`src/rtl/airlock_sequencer.sv`:
```
// Automatic airlock sequencer: arrival/departure fill-door-drain-door sequences with
// ramped pressure, one-deep request queue, abort from FILL and a door-open watchdog fault.
module airlock_sequencer #(
  parameter int unsigned P_MAX        = 9,
  parameter int unsigned STEP_CYCLES  = 4,
  parameter int unsigned DOOR_TIMEOUT = 64,
  localparam int unsigned PW          = $clog2(P_MAX + 1)
) (
  input  logic          clock,
  input  logic          reset,
  input  logic          arrive,
  input  logic          depart,
  input  logic          clear,
  input  logic          abort,
  output logic [PW-1:0] pressure,
  output logic          outer_open,
  output logic          inner_open,
  output logic [2:0]    state,
  output logic          busy,
  output logic          done,
  output logic          aborted,
  output logic          fault
);

  localparam int unsigned SW = (STEP_CYCLES > 1) ? $clog2(STEP_CYCLES) : 1;
  localparam int unsigned TW = $clog2(DOOR_TIMEOUT);

  localparam logic [SW-1:0] StepLast = SW'(STEP_CYCLES - 1);
  localparam logic [TW-1:0] TmoLast  = TW'(DOOR_TIMEOUT - 1);
  localparam logic [PW-1:0] PLast    = PW'(P_MAX - 1);
  localparam logic [PW-1:0] POne     = PW'(1);

  typedef enum logic [2:0] {
    StIdle  = 3'd0,
    StFill  = 3'd1,
    StOuter = 3'd2,
    StDrain = 3'd3,
    StInner = 3'd4,
    StFault = 3'd7
  } state_e;

  typedef enum logic {
    DirArr = 1'b0,
    DirDep = 1'b1
  } dir_e;

  state_e        state_q, state_d;
  dir_e          dir_q, dir_d;
  logic [PW-1:0] pressure_q, pressure_d;
  logic [SW-1:0] step_q, step_d;
  logic [TW-1:0] tmo_q, tmo_d;
  logic          abrt_q, abrt_d;
  logic          pend_arr_q, pend_arr_d;
  logic          pend_dep_q, pend_dep_d;
  logic          done_q, done_d;
  logic          aborted_q, aborted_d;
  logic          drain_exit;

  always_comb begin
    state_d    = state_q;
    dir_d      = dir_q;
    pressure_d = pressure_q;
    step_d     = step_q;
    tmo_d      = tmo_q;
    abrt_d     = abrt_q;
    pend_arr_d = pend_arr_q;
    pend_dep_d = pend_dep_q;
    done_d     = 1'b0;
    aborted_d  = 1'b0;
    drain_exit = 1'b0;

    // Requests arriving mid-sequence are queued, one bit per type.
    if (state_q != StIdle && state_q != StFault) begin
      pend_arr_d = pend_arr_q | arrive;
      pend_dep_d = pend_dep_q | depart;
    end

    case (state_q)
      StIdle: begin
        abrt_d = 1'b0;
        if (pend_arr_q || arrive) begin
          state_d    = StFill;
          dir_d      = DirArr;
          pend_arr_d = 1'b0;
          pend_dep_d = pend_dep_q | depart;
        end else if (pend_dep_q || depart) begin
          state_d    = StInner;
          dir_d      = DirDep;
          pend_dep_d = 1'b0;
        end
      end
      StFill: begin
        if (abort) begin
          state_d = StDrain;
          abrt_d  = 1'b1;
        end else if (step_q == StepLast) begin
          step_d     = '0;
          pressure_d = pressure_q + 1'b1;
          if (pressure_q == PLast) state_d = StOuter;
        end else begin
          step_d = step_q + 1'b1;
        end
      end
      StDrain: begin
        // An abort at zero pressure has nothing to drain.
        if (pressure_q == '0) begin
          drain_exit = 1'b1;
        end else if (step_q == StepLast) begin
          step_d     = '0;
          pressure_d = pressure_q - 1'b1;
          if (pressure_q == POne) drain_exit = 1'b1;
        end else begin
          step_d = step_q + 1'b1;
        end
        if (drain_exit) begin
          if (abrt_q) begin
            state_d   = StIdle;
            aborted_d = 1'b1;
          end else if (dir_q == DirArr) begin
            state_d = StInner;
          end else begin
            state_d = StIdle;
            done_d  = 1'b1;
          end
        end
      end
      StOuter: begin
        if (clear) state_d = StDrain;
        else if (tmo_q == TmoLast) state_d = StFault;
        else tmo_d = tmo_q + 1'b1;
      end
      StInner: begin
        if (clear) begin
          if (dir_q == DirArr) begin
            state_d = StIdle;
            done_d  = 1'b1;
          end else begin
            state_d = StFill;
          end
        end else if (tmo_q == TmoLast) begin
          state_d = StFault;
        end else begin
          tmo_d = tmo_q + 1'b1;
        end
      end
      StFault: begin
        pend_arr_d = 1'b0;
        pend_dep_d = 1'b0;
      end
      default: state_d = StFault;
    endcase

    // Ramp and watchdog counters restart on every state entry.
    if (state_d != state_q) begin
      step_d = '0;
      tmo_d  = '0;
    end
  end

  always_ff @(posedge clock) begin
    if (reset) begin
      state_q    <= StIdle;
      dir_q      <= DirArr;
      pressure_q <= '0;
      step_q     <= '0;
      tmo_q      <= '0;
      abrt_q     <= 1'b0;
      pend_arr_q <= 1'b0;
      pend_dep_q <= 1'b0;
      done_q     <= 1'b0;
      aborted_q  <= 1'b0;
    end else begin
      state_q    <= state_d;
      dir_q      <= dir_d;
      pressure_q <= pressure_d;
      step_q     <= step_d;
      tmo_q      <= tmo_d;
      abrt_q     <= abrt_d;
      pend_arr_q <= pend_arr_d;
      pend_dep_q <= pend_dep_d;
      done_q     <= done_d;
      aborted_q  <= aborted_d;
    end
  end

  assign state      = state_q;
  assign pressure   = pressure_q;
  assign busy       = (state_q != StIdle);
  assign outer_open = (state_q == StOuter);
  assign inner_open = (state_q == StInner);
  assign fault      = (state_q == StFault);
  assign done       = done_q;
  assign aborted    = aborted_q;

endmodule

```
`config.mk`:
```
export PLATFORM = sky130hd
export DESIGN_NAME = airlock_sequencer
export DESIGN_NICKNAME = d
export VERILOG_FILES = /design/src/rtl/airlock_sequencer.sv
export SDC_FILE = /design/constraint.sdc
export NUM_CORES = 1
export LEC_CHECK = 0
export ABC_AREA = 1
export ABC_CLOCK_PERIOD_IN_PS = 1940
export BUFFER_PORTS_ARGS = -buffer_cell sky130_fd_sc_hd__buf_4
export CAP_MARGIN = 30
export CORE_MARGIN = 2
export CORE_UTILIZATION = 45
export CTS_CLUSTER_DIAMETER = 150
export DETAILED_ROUTE_END_ITERATION = 6
export PLACE_DENSITY = 0.7
export SYNTH_ARGS = -nofsm -noshare
export SYNTH_HDL_FRONTEND = slang
export SYNTH_SLANG_ARGS = --single-unit
```
`constraint.sdc`:
```
create_clock -name clock -period 1.94 [get_ports clock]
set_input_delay 0.291 -clock clock [delete_from_list [all_inputs] [get_ports clock]]
set_output_delay 0.291 -clock clock [all_outputs]
set_load 0.05 [all_outputs]
```
# Yosys cells after proc, flatten, opt, wreduce, memory -nomap -nowiden
# Index checks and enable logic that the tools add are counted.
# W data, S select, Z words.
# totals
input_bits	6
wordCells	97
out_inout_bits	13
reg_bits	21
# op_classes
n_addsub	4
eq_ne	16
n_mux	44
bitwise	6
reduce_logical	17
# op_table
cell	count
$mux W3	11
$mux W1	19
$pmux W3 S6	1
$mux W4	4
$ne A2 B2 Y1 const B	5
$pmux W1 S2	4
$pmux W4 S2	1
$add A6 B1 Y6 const B	1
$eq A3 B2 Y1 const B	2
$eq A3 B3 Y1 const B	2
$eq A6 B6 Y1 const B	1
$mux W2	3
$reduce_and A3 Y1	2
$reduce_bool A2 Y1	3
$reduce_and A5 Y1	1
$add A4 B1 Y4 const B	1
$eq A4 B1 Y1 const B	1
$eq A4 B4 Y1 const B	1
$logic_not A4 Y1	1
$not A1 Y1	4
$pmux W2 S2	1
$reduce_and A2 Y1	2
$reduce_or A2 Y1	2
$sub A4 B1 Y4 const B	1
11 further kinds	13

# Logic depth before layout (Yosys ltp)
# Gate-level depths: netlist (run 1).
# depth
word_depth	9
ltp_mapped	14
ltp_nobuf	14

# Worst setup path before layout (run 1)
# Ideal clock, no wire load.
# synth_timing
path_kind	register -> register
from	reg state_q[2], in the netlist state[2]
to	reg step_q[0]
required_ns	1.875
path_slack_ns	-0.119
setup_time_ns	0.065
synth_period_minus_slack_ns	2.059
t_arrival_ns	1.994
stages_incl_launch_ff	12
path_cell_list	dfxtp_1 > buf_6 > inv_8 > nand2_1 > nor2_1 > nor2_1 > nand3_1 > nand2_1 > nand2_1 > nor2_1 > nand2_2 > nor2_1
# synth_between
elab_chain_len	6
# synth_rtl
element	line_no	rtl
start: declaration	47	state_e state_q, state_d;
start signal: assignment	162	state_q <= StIdle;
start signal: assignment	173	state_q <= state_d;
$mux W3	99	if (pressure_q == PLast) state_d = StOuter;
$mux W3	96	end else if (step_q == StepLast) begin
$mux W3	93	if (abort) begin
$pmux W3 S6	78	case (state_q)
$ne A3 B3 Y1	154	if (state_d != state_q) begin
$reduce_or A2 Y1 (no line)	-	
end signal: assignment	176	step_q <= step_d;
end: declaration	50	logic [SW-1:0] step_q, step_d;
# Several ways; a longest one is shown, not always the timed one.
# A chain may end at the register's enable or synchronous reset.

# Final worst setup path (run 1)
# layout_timing
from	reg pressure_q[1], in the netlist pressure[1]
to	reg tmo_q[1]
# layout_between
elab_chain_len	9
# layout_rtl
element	line_no	rtl
start: declaration	49	logic [PW-1:0] pressure_q, pressure_d;
start signal: assignment	175	pressure_q <= pressure_d;
$eq A4 B1 Y1	111	if (pressure_q == POne) drain_exit = 1'b1;
$mux W1	111	
$mux W1	108	end else if (step_q == StepLast) begin
$mux W1	106	if (pressure_q == '0) begin
$mux W1	78	
$mux W3	115	if (drain_exit) begin
$pmux W3 S6 (*)	78	
$ne A3 B3 Y1 (*)	154	
$reduce_or A2 Y1 (no line) (*)	-	
end signal: assignment	177	tmo_q <= tmo_d;
end: declaration	51	logic [TW-1:0] tmo_q, tmo_d;
# Mark *: on every way between the ends. The rest lies on a longest branch, timed or not. The select of a mux whose other input is x is not followed.

==> results of run 1 <==
what timing repair did:
action | CTS | global route
hold buffers | 0 | 0
endpoints found under the setup margin | 0 | 8
gates resized for setup | 0 | 3
through the flow:
step	total power, mW	instances	util [%]
6_report	1.589	243	53.65
5_1_grt	1.701	243	53.65
4_1_cts	1.593	243	53.51
3_5_place_dp	1.374	239	52.49
3_3_place_gp	1.380	239	52.49
2_1_floorplan	1.190	191	-
worst paths after layout:
check | slack (ns) | startpoint | endpoint | cells past startpoint
min reg2reg | 0.50 | abrt_q | aborted | 2
max reg2reg | 0.25 | pressure[1] | tmo_q[1] | 14
max | 0.25 | pressure[1] | tmo_q[1] | 14
min | 0.22 | reset | done | 2
layout by cell type, fill, tap and decap left out, types with 2 or more instances in the layout:
cell type / instances
nand2_1: 49
inv_1: 31
nor2_1: 27
dfxtp_1: 20
buf_4: 19
nand3_1: 10
a21oi_1: 8
nand2_2: 6
o21ai_0: 5
ha_1: 5
nor2_2: 3
o21ai_1: 3
xnor2_1: 3
nand4_1: 3
xor2_1: 3
clkbuf_4: 3
a31oi_1: 2
mux2_2: 2
nor3_1: 2
state kept, by name, summed over array words and instances (netlist names):
name and flops:
aborted 1, abrt_q 1, dir_q 1, done 1
pend_arr_q 1, pend_dep_q 1, pressure 4, state 3
step_q 2, tmo_q 6
final cells by class:
class	count	area [um^2]
Sequential cell	21	421.7
Tap cell	31	38.79
Inverter	33	131.4
Clock buffer	3	22.52
Fill cell	288	1256
Multi-Input combinational cell	135	691.9
Clock inverter	1	5.005
Timing Repair Buffer	19	142.6
worst reg2reg max path, cell delays in order (launching register included):
cell	delay, ns
dfxtp_1	0.37
inv_1	0.11
ha_1	0.18
inv_1	0.07
nand2_1	0.11
nand2_1	0.06
nand2_1	0.06
nand2_1	0.07
nor2_1	0.12
nand2_1	0.06
nand2_1	0.05
nand2_1	0.04
nor2_1	0.11
nand2_2	0.12
nor2_1	0.11
cell families after synthesis:
family	after synthesis
AND/OR/NAND/NOR	102
buffers and inverters	35
flip-flops	21
AO/OA/AOI/OAI	20
XOR/XNOR	6
adder cells (fa/ha/maj)	5
multiplexers	2
power by group through the flow:
stage | logic [mW] | registers, mW | clock network (mW)
floorplan | 0.563 | 0.627 | 0
global placement | 0.815 | 0.564 | 0
detailed placement | 0.809 | 0.565 | 0
CTS | 0.811 | 0.555 | 0.228
global route | 0.896 | 0.564 | 0.241
finish | 0.817 | 0.555 | 0.217
layer usage:
metal  share of wire [%]  vias up
met5                   0        -
met4                0.78        0
met3                 3.0        2
met2                  44       18
met1                  52      490
li1                    -      635
==> metrics.txt, run 1 <==
# TYPE chip_impl_metric gauge
chip_impl_info{name="status",value="finished, final reports clean"} 1
chip_impl_info{name="clockRootBuffer",value="clkbuf_4"} 1
chip_impl_metric{name="clk_pin_slew",unit="ns"} 0.12
chip_impl_metric{name="place_area",unit="um^2"} 1423
chip_impl_info{name="main_synth_ff_type",value="dfxtp_1"} 1
chip_impl_metric{name="postLayoutSetupSlackWorst",unit="ns"} 0.2487
chip_impl_metric{name="clock_power_share",unit="%"} 13.7
chip_impl_metric{name="first_pass_iters",unit=""} 4
chip_impl_metric{name="p_sw_share",unit="%"} 48.75
chip_impl_metric{name="synth.mux.area_fraction",unit="%"} 1.796
chip_impl_metric{name="global_routing_usage_on_met1",unit="%"} 21.36
chip_impl_metric{name="final_antenna_net_count",unit=""} 0
chip_impl_info{name="cp-end-kind",value="flop"} 1
chip_impl_metric{name="report.final.slew_viol_count",unit=""} 0
chip_impl_metric{name="worstSkewPairLatency",unit="ns"} 0.30
chip_impl_metric{name="grt_overflow_total",unit=""} 0
chip_impl_info{name="synth_area_leaders",value="dfxtp_1 34%, nand2_1 15%, inv_1 9.3%"} 1
chip_impl_metric{name="syn-cell-area",unit="um^2"} 1254
chip_impl_metric{name="syn_to_final_growth",unit="%"} 15.97
chip_impl_metric{name="hold_ws",unit="ns"} 0.2218
chip_impl_metric{name="yosys.area_share.adder",unit="%"} 4.990
chip_impl_metric{name="grt.total_usage",unit="%"} 15.90
chip_impl_metric{name="pre_cts_ws",unit="ns"} 0.2228
chip_impl_info{name="post-synth-top-count-cell",value="nand2_1"} 1
chip_impl_info{name="ys_top_cells_by_count",value="50 x nand2_1, 31 x inv_1, 28 x nor2_1"} 1
chip_impl_metric{name="coreArea",unit="um^2"} 2710
chip_impl_metric{name="mappedNetlistNets",unit=""} 202
chip_impl_metric{name="synth_enable_flop_cells",unit=""} 0
chip_impl_metric{name="detail_route.wl_per_cell",unit="um"} 10.09
chip_impl_metric{name="number_of_maximum_capacitance_violations",unit=""} 0
chip_impl_metric{name="nets",unit=""} 224
chip_impl_metric{name="ys_seq_area_share",unit="%"} 33.53
chip_impl_metric{name="fin_worst_skew",unit="ns"} 0.003095
chip_impl_metric{name="final_setup_violations",unit=""} 0
chip_impl_metric{name="p_per_area",unit="nW/um^2"} 1093
chip_impl_metric{name="seq_power_share",unit="%"} 35.0
chip_impl_metric{name="postSynthAreaPerCell",unit="um^2"} 6.564
chip_impl_metric{name="timing.final.crit_period",unit="ns"} 1.691
chip_impl_metric{name="core.rowCount",unit=""} 19
chip_impl_metric{name="highest_clock_frequency_the_design_can_meet",unit="GHz"} 0.5913
chip_impl_info{name="setup_repair_after_global_routing_missed_its_margin",value="false"} 1
chip_impl_metric{name="place_hpwl",unit="um"} 1892
chip_impl_metric{name="vdd.ir_drop.worst",unit="mV"} 0.6987
chip_impl_metric{name="timing.final.crit_share",unit="%"} 87.18
chip_impl_metric{name="route.detailed.drc",unit=""} 0
chip_impl_metric{name="port_buffers",unit=""} 18
chip_impl_metric{name="number_of_violations_reported_at_the_end_of_detailed_routing_iteration_0",unit=""} 19
chip_impl_metric{name="vertical_die_dimension",unit="um"} 56.78
chip_impl_info{name="cpMaxStageDelayCell",value="dfxtp_1"} 1
chip_impl_metric{name="final_area",unit="um^2"} 1454
chip_impl_metric{name="arrival_time_worst_endpoint",unit="ns"} 1.95
chip_impl_metric{name="finalHoldViolations",unit=""} 0
chip_impl_metric{name="htreeDepth",unit=""} 1
chip_impl_info{name="timing_worst_setup_path_type",value="reg2reg"} 1
chip_impl_metric{name="yosys.area_share.xor_xnor",unit="%"} 4.192
chip_impl_metric{name="synth-async-reset-ratio",unit="%"} 0
chip_impl_info{name="tritoncts",value="done"} 1
chip_impl_info{name="worst_setup_path_start_kind",value="flop"} 1
chip_impl_metric{name="viasPerCell",unit=""} 4.712
chip_impl_metric{name="yosys.cell_types.count",unit=""} 25
chip_impl_metric{name="synth_compound_area_share",unit="%"} 8.583
chip_impl_metric{name="antenna_violations_before_repair",unit=""} 0
chip_impl_metric{name="power_frac_comb",unit="%"} 51.4
chip_impl_info{name="grt_most_used_layer",value="met2"} 1
chip_impl_metric{name="critPathBufInv",unit=""} 2
chip_impl_info{name="cp_cell_sequence",value="inv_1 -> ha_1 -> inv_1 -> nand2_1 -> nand2_1 -> nand2_1 -> nand2_1 -> nor2_1 -> nand2_1 -> nand2_1 -> nand2_1 -> nor2_1 -> nand2_2 -> nor2_1"} 1
chip_impl_metric{name="leakage",unit="nW"} 0.7510
chip_impl_metric{name="dieWidth",unit="um"} 56.78
chip_impl_info{name="min-delay-path-class",value="in2reg"} 1
chip_impl_metric{name="pin_count",unit=""} 19
chip_impl_metric{name="gp_routability_congestion",unit=""} 0.8474
chip_impl_metric{name="antenna_diode_count",unit=""} 0
chip_impl_metric{name="int_power",unit="mW"} 0.8143
chip_impl_metric{name="initial_core_util",unit="%"} 46.26
chip_impl_metric{name="cts_buffer_depth",unit=""} 2
chip_impl_metric{name="die-area",unit="um^2"} 3224
chip_impl_metric{name="global_route_wire_length_before_repair",unit="um"} 4112
chip_impl_metric{name="synthesis.yosys.warnings",unit=""} 0
chip_impl_metric{name="finalWirelength",unit="um"} 2451
chip_impl_metric{name="slew_headroom",unit="%"} 77.03
chip_impl_metric{name="cell_count_after_synthesis",unit=""} 191
chip_impl_metric{name="globalRouteMet2Util",unit="%"} 25.25
chip_impl_info{name="synthDominantAreaCellType",value="dfxtp_1"} 1
chip_impl_metric{name="required",unit="ns"} 2.19
chip_impl_metric{name="post-cts-setup-buffers",unit=""} 0
chip_impl_metric{name="cpPeakStageDelay",unit="ns"} 0.37
chip_impl_metric{name="p_switching",unit="mW"} 0.7747
chip_impl_metric{name="met3_usage",unit="%"} 2.995
chip_impl_metric{name="fraction_of_final_layout_cells_sized_beyond_drive_strength_1",unit="%"} 17.92
chip_impl_metric{name="timing_worst_slew_pin_value",unit="ns"} 0.3441
chip_impl_metric{name="clock_sink_count",unit=""} 21
chip_impl_info{name="critical_path.most_common_cell",value="nand2_1"} 1
chip_impl_metric{name="first_global_vias",unit=""} 981
chip_impl_metric{name="final.setup.tns",unit="ns"} 0
chip_impl_info{name="timing.critical_path.max_delay_family",value="simple AND/OR/NAND/NOR gates"} 1
chip_impl_metric{name="post_synth_and_or_nand_nor_area_fraction",unit="%"} 35.23
chip_impl_info{name="largest_family_of_logic_cells_by_synthesized_area",value="simple AND/OR/NAND/NOR gates"} 1
chip_impl_metric{name="critical_path_peak_fanout",unit=""} 8
chip_impl_metric{name="number_of_vias_in_the_routed_layout",unit=""} 1145
chip_impl_metric{name="largest_net_degree_at_the_start_of_global_routing",unit=""} 13
chip_impl_metric{name="cts_inserted_buffers",unit=""} 3
chip_impl_metric{name="yosys.area.top_type_share",unit="%"} 33.53
chip_impl_metric{name="synth_seq_cells",unit=""} 21
(Power assumes the default switching activity.)
==> run 2: changes to the inputs <==
- CORE_ASPECT_RATIO: not set -> 0.9
==> run 2 against run 1 <==
Effect of this change: register-to-register slack lost 0.05 ns; critical path depth shrank 10; count of clock-buffer cells in the layout is the same; die area is essentially flat; clock power is essentially flat; core utilization grew 0.80 points; combinational power grew 2%; sequential cell count is the same; first-iteration DRC count grew to 2.9 times the previous value; sequential share of layout area shrank 0.090 points; hold slack lost 0.0066 ns; largest cell class unchanged.
==> metrics.txt, run 2 (synthesis gave the netlist of run 1 again) <==
# TYPE chip_impl_metric gauge
chip_impl_metric{name="final_antenna_net_count",unit=""} 0
chip_impl_metric{name="ff2ff_setup_slack",unit="ns"} 0.20
chip_impl_metric{name="timing_worst_slew_pin_value",unit="ns"} 0.5312
chip_impl_metric{name="vertical_die_dimension",unit="um"} 54.08
chip_impl_metric{name="route.detailed.drc",unit=""} 0
chip_impl_metric{name="cts_buffer_depth",unit=""} 2
chip_impl_info{name="min-delay-path-class",value="in2reg"} 1
chip_impl_metric{name="largest_net_degree_at_the_start_of_global_routing",unit=""} 13
chip_impl_info{name="most-common-layout-cells",value="48 x nand2_1, 31 x inv_1, 26 x nor2_1"} 1
chip_impl_metric{name="number_of_maximum_capacitance_violations",unit=""} 0
chip_impl_metric{name="r2r_depth",unit=""} 10
chip_impl_info{name="cp_cell_sequence",value="nor2_1 -> nand2_1 -> inv_1 -> buf_4"} 1
chip_impl_metric{name="syn_to_final_growth",unit="%"} 17.37
chip_impl_info{name="clockRootBuffer",value="clkbuf_4"} 1
chip_impl_metric{name="finalWirelength",unit="um"} 2688
chip_impl_metric{name="viasPerCell",unit=""} 4.984
chip_impl_metric{name="cpPeakStageDelay",unit="ns"} 0.68
chip_impl_info{name="holdPathEnd",value="abrt_q"} 1
chip_impl_metric{name="leakage",unit="nW"} 0.7573
chip_impl_metric{name="htreeDepth",unit=""} 1
chip_impl_metric{name="highest_clock_frequency_the_design_can_meet",unit="GHz"} 0.5534
chip_impl_metric{name="initial_core_util",unit="%"} 46.39
chip_impl_metric{name="pin_count",unit=""} 19
chip_impl_metric{name="grt.total_usage",unit="%"} 18.58
chip_impl_metric{name="antenna_diode_count",unit=""} 0
chip_impl_info{name="timing_worst_setup_path_type",value="reg2out"} 1
chip_impl_info{name="status",value="finished, final reports clean"} 1
chip_impl_metric{name="coreArea",unit="um^2"} 2703
chip_impl_metric{name="place_hpwl",unit="um"} 2086
chip_impl_metric{name="core.rowCount",unit=""} 18
chip_impl_metric{name="cts_hold_buf",unit=""} 0
chip_impl_info{name="layout_commonest_cell",value="nand2_1"} 1
chip_impl_info{name="worstReg2RegEnd",value="tmo_q[0]"} 1
chip_impl_info{name="timing.critical_path.max_delay_family",value="flip-flops"} 1
chip_impl_metric{name="finish.cell_count_without_fillers",unit=""} 243
chip_impl_metric{name="fin_worst_skew",unit="ns"} 0.004768
chip_impl_info{name="tritoncts",value="done"} 1
chip_impl_metric{name="critical_path_peak_fanout",unit=""} 7
chip_impl_metric{name="timing.final.crit_period",unit="ns"} 1.807
chip_impl_metric{name="global_route_wire_length_before_repair",unit="um"} 4491
chip_impl_metric{name="p_per_area",unit="nW/um^2"} 1094
chip_impl_metric{name="port_buffers",unit=""} 18
chip_impl_metric{name="first_pass_iters",unit=""} 4
chip_impl_metric{name="fraction_of_final_layout_cells_sized_beyond_drive_strength_1",unit="%"} 20.19
chip_impl_metric{name="largest_register_ff_count",unit=""} 6
chip_impl_metric{name="vdd.ir_drop.worst",unit="mV"} 0.5691
chip_impl_metric{name="final.setup.tns",unit="ns"} 0
chip_impl_metric{name="grt_overflow_total",unit=""} 0
chip_impl_info{name="top_reg_by_flops",value="tmo_q"} 1
chip_impl_metric{name="cts_inserted_buffers",unit=""} 3
chip_impl_info{name="cpMaxStageDelayCell",value="dfxtp_1"} 1
chip_impl_metric{name="detail_route.wl_per_cell",unit="um"} 11.06
chip_impl_metric{name="nets",unit=""} 225
chip_impl_metric{name="number_of_violations_reported_at_the_end_of_detailed_routing_iteration_0",unit=""} 56
chip_impl_info{name="startpoint_of_the_worst_slack_reg_to_reg_timing_path",value="state[2]"} 1
chip_impl_metric{name="first_global_vias",unit=""} 1059
chip_impl_metric{name="clk_pin_slew",unit="ns"} 0.12
chip_impl_info{name="cp-end-kind",value="output port"} 1
chip_impl_metric{name="placedCellCount",unit=""} 239
chip_impl_info{name="setup_repair_after_global_routing_missed_its_margin",value="false"} 1
chip_impl_metric{name="final_setup_violations",unit=""} 0
chip_impl_metric{name="die-area",unit="um^2"} 3225
chip_impl_metric{name="number_of_vias_in_the_routed_layout",unit=""} 1211
chip_impl_metric{name="worstSkewPairLatency",unit="ns"} 0.31
chip_impl_metric{name="required",unit="ns"} 1.65
chip_impl_metric{name="slew_headroom",unit="%"} 64.54
chip_impl_metric{name="arrival_time_worst_endpoint",unit="ns"} 1.52
chip_impl_metric{name="min_path_cells",unit=""} 2
chip_impl_metric{name="finalHoldViolations",unit=""} 0
chip_impl_info{name="worst_setup_path_start_kind",value="flop"} 1
chip_impl_metric{name="report.final.slew_viol_count",unit=""} 0
chip_impl_metric{name="gp_routability_congestion",unit=""} 0.8528
chip_impl_metric{name="dieWidth",unit="um"} 59.64
chip_impl_metric{name="critPathBufInv",unit=""} 2
chip_impl_metric{name="clock_sink_count",unit=""} 21
chip_impl_info{name="worst_hold_startpoint",value="reset"} 1
chip_impl_metric{name="timing.final.crit_share",unit="%"} 93.15
chip_impl_metric{name="antenna_violations_before_repair",unit=""} 0
run 2: cell count changes in the layout (fill, tap and decap cells not counted):
cell,previous run,this run
ha_1,5,4
nand2_2,6,7
dfxtp_4,0,1
nor2_1,27,26
ha_2,0,1
o21ai_0,5,6
buf_4,19,20
o21ai_1,3,2
nor2_2,3,4
nand2_1,49,48
dfxtp_1,20,19
run 2: how the worst max path moves through the flow:
stage,from,end,slack (ns),cells after the start
2_1_floorplan,state[0],fault,0.02,2
3_5_place_dp,state[2],tmo_q[3],0.20,12
6_report,state[2],outer_open,0.13,4
3_3_place_gp,state[2],tmo_q[5],0.23,12
4_1_cts,state[2],outer_open,0.14,4
5_1_grt,pressure[0],tmo_q[0],0.02,14
run 2: cell type report:
class | instances | area, um^2
Multi-Input combinational cell | 135 | 699.4
Inverter | 33 | 131.4
Tap cell | 30 | 37.54
Sequential cell | 21 | 425.4
Fill cell | 268 | 1231
Timing Repair Buffer | 20 | 150.1
Clock buffer | 3 | 22.52
Clock inverter | 1 | 5.005
run 2: per-stage QoR:
step	setup WS, ns	area [um^2]	power (mW)	hold slack (ns)	utilization (%)
after global placement	0.2267	1429	1.377	0.4679	52.87
final	0.1330	1471	1.610	0.2151	54.44
after floorplan	0.02458	1256	1.190	0.4506	-
after CTS	0.1360	1456	1.605	0.2173	53.89
after detailed placement	0.1993	1429	1.391	0.4669	52.87
after global routing	0.01708	1471	1.735	0.2140	54.44
run 2: timing repair:
item                       4_1_cts  5_1_grt
buffers inserted                 0        0
setup endpoints to repair        0        8
resized for setup                0        7
run 2: metal layers:
metal / track usage [%] / wire, um / vias to the layer above
met2: 33.15 / 1334 / 33
met4: 5.556 / 36 / 0
li1: - / - / 637
met3: 4.327 / 128 / 4
met1: 22.21 / 1188 / 537
met5: 0 / 0 / -
run 2: power breakdown:
group          switching, mW  internal [mW]
combinational          0.572          0.260
clock                  0.138         0.0771
sequential            0.0793          0.484
==> run 3: changes to the inputs <==
- ABC_AREA: 1 -> not set
- PLACE_DENSITY: 0.7 -> 0.71
==> run 3 against run 2 <==
Effect of this change: the flow now finishes with violations (DRC); cell count down 22%; die area decreased by 2.4%; count of clock-buffer cells in the layout is 1 higher; core utilization rose by 4.6 points; critical endpoint is now tmo_q[5]; fmax fell by 1.6%; combinational power fell by 42%; critical path type is now reg2reg; sequential share of layout area about the same; via count fell by 8.2%; clock power about the same; register-to-register slack worse by 0.097 ns; largest cell class unchanged; first-iteration DRC count down 23%; hold slack gained 0.030 ns.
==> metrics.txt, run 3 <==
# TYPE chip_impl_metric gauge
chip_impl_info{name="status",value="finished, violations left"} 1
chip_impl_info{name="violations_in_the_final_reports",value="DRC"} 1
chip_impl_info{name="worstReg2RegEnd",value="tmo_q[5]"} 1
chip_impl_metric{name="clock_power_share",unit="%"} 17.7
chip_impl_metric{name="number_of_violations_reported_at_the_end_of_detailed_routing_iteration_0",unit=""} 43
chip_impl_metric{name="grt_overflow_total",unit=""} 0
chip_impl_metric{name="cell_count_after_synthesis",unit=""} 137
chip_impl_metric{name="mappedNetlistNets",unit=""} 148
chip_impl_metric{name="initial_core_util",unit="%"} 48.65
chip_impl_metric{name="first_global_vias",unit=""} 988
chip_impl_metric{name="place_hpwl",unit="um"} 1984
chip_impl_metric{name="critical_path_peak_fanout",unit=""} 6
chip_impl_info{name="worst_setup_path_start_kind",value="flop"} 1
chip_impl_info{name="min-delay-path-class",value="in2reg"} 1
chip_impl_metric{name="synth_enable_flop_cells",unit=""} 0
chip_impl_metric{name="arrival_time_worst_endpoint",unit="ns"} 2.07
chip_impl_metric{name="final.setup.tns",unit="ns"} 0
chip_impl_metric{name="fraction_of_final_layout_cells_sized_beyond_drive_strength_1",unit="%"} 30.43
chip_impl_metric{name="pin_count",unit=""} 19
chip_impl_metric{name="leakage",unit="nW"} 0.5813
chip_impl_metric{name="port_buffers",unit=""} 18
chip_impl_metric{name="dieWidth",unit="um"} 58.91
chip_impl_metric{name="yosys.area.top_type_share",unit="%"} 34.43
chip_impl_metric{name="largest_net_degree_at_the_start_of_global_routing",unit=""} 17
chip_impl_metric{name="p_switching",unit="mW"} 0.4949
chip_impl_metric{name="cts_hold_buf",unit=""} 0
chip_impl_metric{name="pre_cts_ws",unit="ns"} 0.03462
chip_impl_metric{name="synthesis.yosys.warnings",unit=""} 0
chip_impl_info{name="most-common-layout-cells",value="26 x buf_4, 16 x nor2_1, 15 x dfxtp_1"} 1
chip_impl_metric{name="timing.final.crit_share",unit="%"} 94.67
chip_impl_info{name="main_synth_ff_type",value="dfxtp_1"} 1
chip_impl_metric{name="nets",unit=""} 173
chip_impl_metric{name="power_frac_comb",unit="%"} 39.5
chip_impl_metric{name="route.detailed.drc",unit=""} 2
chip_impl_metric{name="final_antenna_net_count",unit=""} 0
chip_impl_metric{name="largest_register_ff_count",unit=""} 6
chip_impl_metric{name="synth-async-reset-ratio",unit="%"} 0
chip_impl_metric{name="antenna_violations_before_repair",unit=""} 0
chip_impl_metric{name="yosys.cell_types.count",unit=""} 46
chip_impl_metric{name="cts_inserted_buffers",unit=""} 3
chip_impl_info{name="synthDominantAreaCellType",value="dfxtp_1"} 1
chip_impl_info{name="cp-end-kind",value="flop"} 1
chip_impl_info{name="holdPathEnd",value="state[0]"} 1
chip_impl_metric{name="synth_seq_cells",unit=""} 21
chip_impl_metric{name="vdd.ir_drop.worst",unit="mV"} 0.6100
chip_impl_metric{name="clock_sink_count",unit=""} 21
chip_impl_metric{name="layout.filler_cells",unit=""} 237
chip_impl_metric{name="place_area",unit="um^2"} 1424
chip_impl_metric{name="timing_worst_slew_pin_value",unit="ns"} 0.4754
chip_impl_metric{name="slew_headroom",unit="%"} 67.49
chip_impl_metric{name="finalHoldViolations",unit=""} 0
chip_impl_info{name="post-synth-top-count-cell",value="dfxtp_1"} 1
chip_impl_metric{name="core.rowCount",unit=""} 17
chip_impl_metric{name="clk_pin_slew",unit="ns"} 0.12
chip_impl_metric{name="number_of_vias_in_the_routed_layout",unit=""} 1112
chip_impl_info{name="clockRootBuffer",value="clkbuf_4"} 1
chip_impl_metric{name="antenna_diode_count",unit=""} 0
chip_impl_metric{name="int_power",unit="mW"} 0.7336
chip_impl_metric{name="die-area",unit="um^2"} 3147
chip_impl_metric{name="ys_seq_area_share",unit="%"} 34.43
chip_impl_metric{name="final_area",unit="um^2"} 1481
chip_impl_metric{name="postSynthAreaPerCell",unit="um^2"} 8.914
chip_impl_info{name="worst_hold_startpoint",value="reset"} 1
chip_impl_metric{name="final_setup_violations",unit=""} 0
chip_impl_info{name="top_reg_by_flops",value="tmo_q"} 1
chip_impl_metric{name="htreeDepth",unit=""} 1
chip_impl_metric{name="timing.final.crit_period",unit="ns"} 1.837
chip_impl_metric{name="viasPerCell",unit=""} 5.884
chip_impl_metric{name="r2r_depth",unit=""} 6
chip_impl_metric{name="syn-cell-area",unit="um^2"} 1221
chip_impl_metric{name="cts_buffer_depth",unit=""} 2
chip_impl_metric{name="fin_worst_skew",unit="ns"} 0.003485
chip_impl_info{name="ys_top_cells_by_count",value="21 x dfxtp_1, 16 x nor2_1, 11 x nor3_1"} 1
chip_impl_metric{name="grt.total_usage",unit="%"} 18.71
chip_impl_metric{name="worstSkewPairLatency",unit="ns"} 0.31
chip_impl_metric{name="p_sw_share",unit="%"} 40.29
chip_impl_metric{name="first_pass_iters",unit=""} 6
chip_impl_metric{name="coreArea",unit="um^2"} 2510
chip_impl_metric{name="seq_power_share",unit="%"} 42.8
chip_impl_metric{name="global_route_wire_length_before_repair",unit="um"} 4422
chip_impl_metric{name="required",unit="ns"} 2.17
chip_impl_metric{name="highest_clock_frequency_the_design_can_meet",unit="GHz"} 0.5445
chip_impl_info{name="synth_area_leaders",value="dfxtp_1 34%, ha_1 5.1%, nor2_1 4.9%"} 1
chip_impl_info{name="setup_repair_after_global_routing_missed_its_margin",value="false"} 1
chip_impl_metric{name="syn_to_final_growth",unit="%"} 21.31
chip_impl_info{name="timing_worst_setup_path_type",value="reg2reg"} 1
chip_impl_metric{name="postLayoutSetupSlackWorst",unit="ns"} 0.1035
chip_impl_metric{name="p_per_area",unit="nW/um^2"} 829.2
chip_impl_metric{name="ff2ff_setup_slack",unit="ns"} 0.10
chip_impl_metric{name="report.final.slew_viol_count",unit=""} 0
chip_impl_info{name="tritoncts",value="done"} 1
chip_impl_metric{name="min_path_cells",unit=""} 2
chip_impl_metric{name="vertical_die_dimension",unit="um"} 53.42
chip_impl_metric{name="detail_route.wl_per_cell",unit="um"} 14.04
chip_impl_info{name="startpoint_of_the_worst_slack_reg_to_reg_timing_path",value="tmo_q[0]"} 1
chip_impl_info{name="layout_commonest_cell",value="buf_4"} 1
chip_impl_metric{name="number_of_maximum_capacitance_violations",unit=""} 0
chip_impl_metric{name="fin_util",unit="%"} 59.02
chip_impl_metric{name="finalWirelength",unit="um"} 2654
chip_impl_metric{name="gp_routability_congestion",unit=""} 0.8543
-- run 3: through the flow --
step / std cells / power (mW) / hold WS (ns)
floorplan: 137 / 0.8651 / 0.3695
global placement: 185 / 0.9928 / 0.5031
detailed placement: 185 / 1.003 / 0.5110
CTS: 189 / 1.216 / 0.2260
global route: 189 / 1.300 / 0.2385
finish: 189 / 1.228 / 0.2455
-- run 3: critical path, cell delays in order (launching register included) --
cell and delay [ns]:
dfxtp_2 0.36, ha_1 0.21, and3_4 0.21, a221oi_4 0.28, nand3_2 0.10, or3_1 0.36
a211oi_2 0.24
-- run 3: cell type report --
cell class	instances	area [um^2]	area share [%]
flip-flops and latches	21	427.9	28.89
multi-input cells	104	774.5	52.28
well taps	28	35.03	2.365
repair buffers	26	195.2	13.18
inverters	6	22.52	1.520
clock buffers	4	26.28	1.774
-- run 3: worst max path at each step --
| stage | end | startpoint | depth (start not counted) |
|---|---|---|---|
| finish | tmo_q[5] | tmo_q[0] | 6 |
| global route | tmo_q[5] | tmo_q[1] | 6 |
| CTS | tmo_q[5] | pressure[0] | 8 |
| detailed placement | tmo_q[5] | pressure[0] | 8 |
| global placement | tmo_q[5] | tmo_q[0] | 6 |
| floorplan | tmo_q[5] | tmo_q[0] | 7 |
-- run 3: power by group through the flow --
stage               clock network [mW]  registers, mW  logic, mW
finish                           0.218          0.526      0.485
global route                     0.241          0.535      0.524
CTS                              0.223          0.522      0.471
detailed placement                   0          0.532      0.470
global placement                     0          0.531      0.461
floorplan                            0          0.549      0.316
-- run 3: repair_timing --
| action | 4_1_cts | 5_1_grt |
|---|---|---|
| setup buffers | 0 | 0 |
| resized for setup | 0 | 6 |
| setup endpoints to repair | 0 | 8 |
-- run 3: cells by family after synthesis --
| kind of cell | after synthesis | synth area share (%) |
|---|---|---|
| flops | 21 | 34.43 |
| xor+xnor | 7 | 5.021 |
| compound gates | 31 | 20.19 |
| buf+inv | 12 | 5.532 |
| simple gates | 57 | 26.44 |
| fa+ha+maj | 5 | 5.123 |
| mux | 4 | 3.279 |
-- run 3: layer usage --
metal / GRT usage, % / wire (um) / vias up / part of all wire, %
li1: - / - / 559 / -
met3: 5.623 / 165 / 7 / 6.2
met5: 0 / 0 / - / 0
met1: 24.01 / 1221 / 517 / 46
met2: 30.00 / 1226 / 29 / 46
met4: 5.682 / 41 / 0 / 1.5
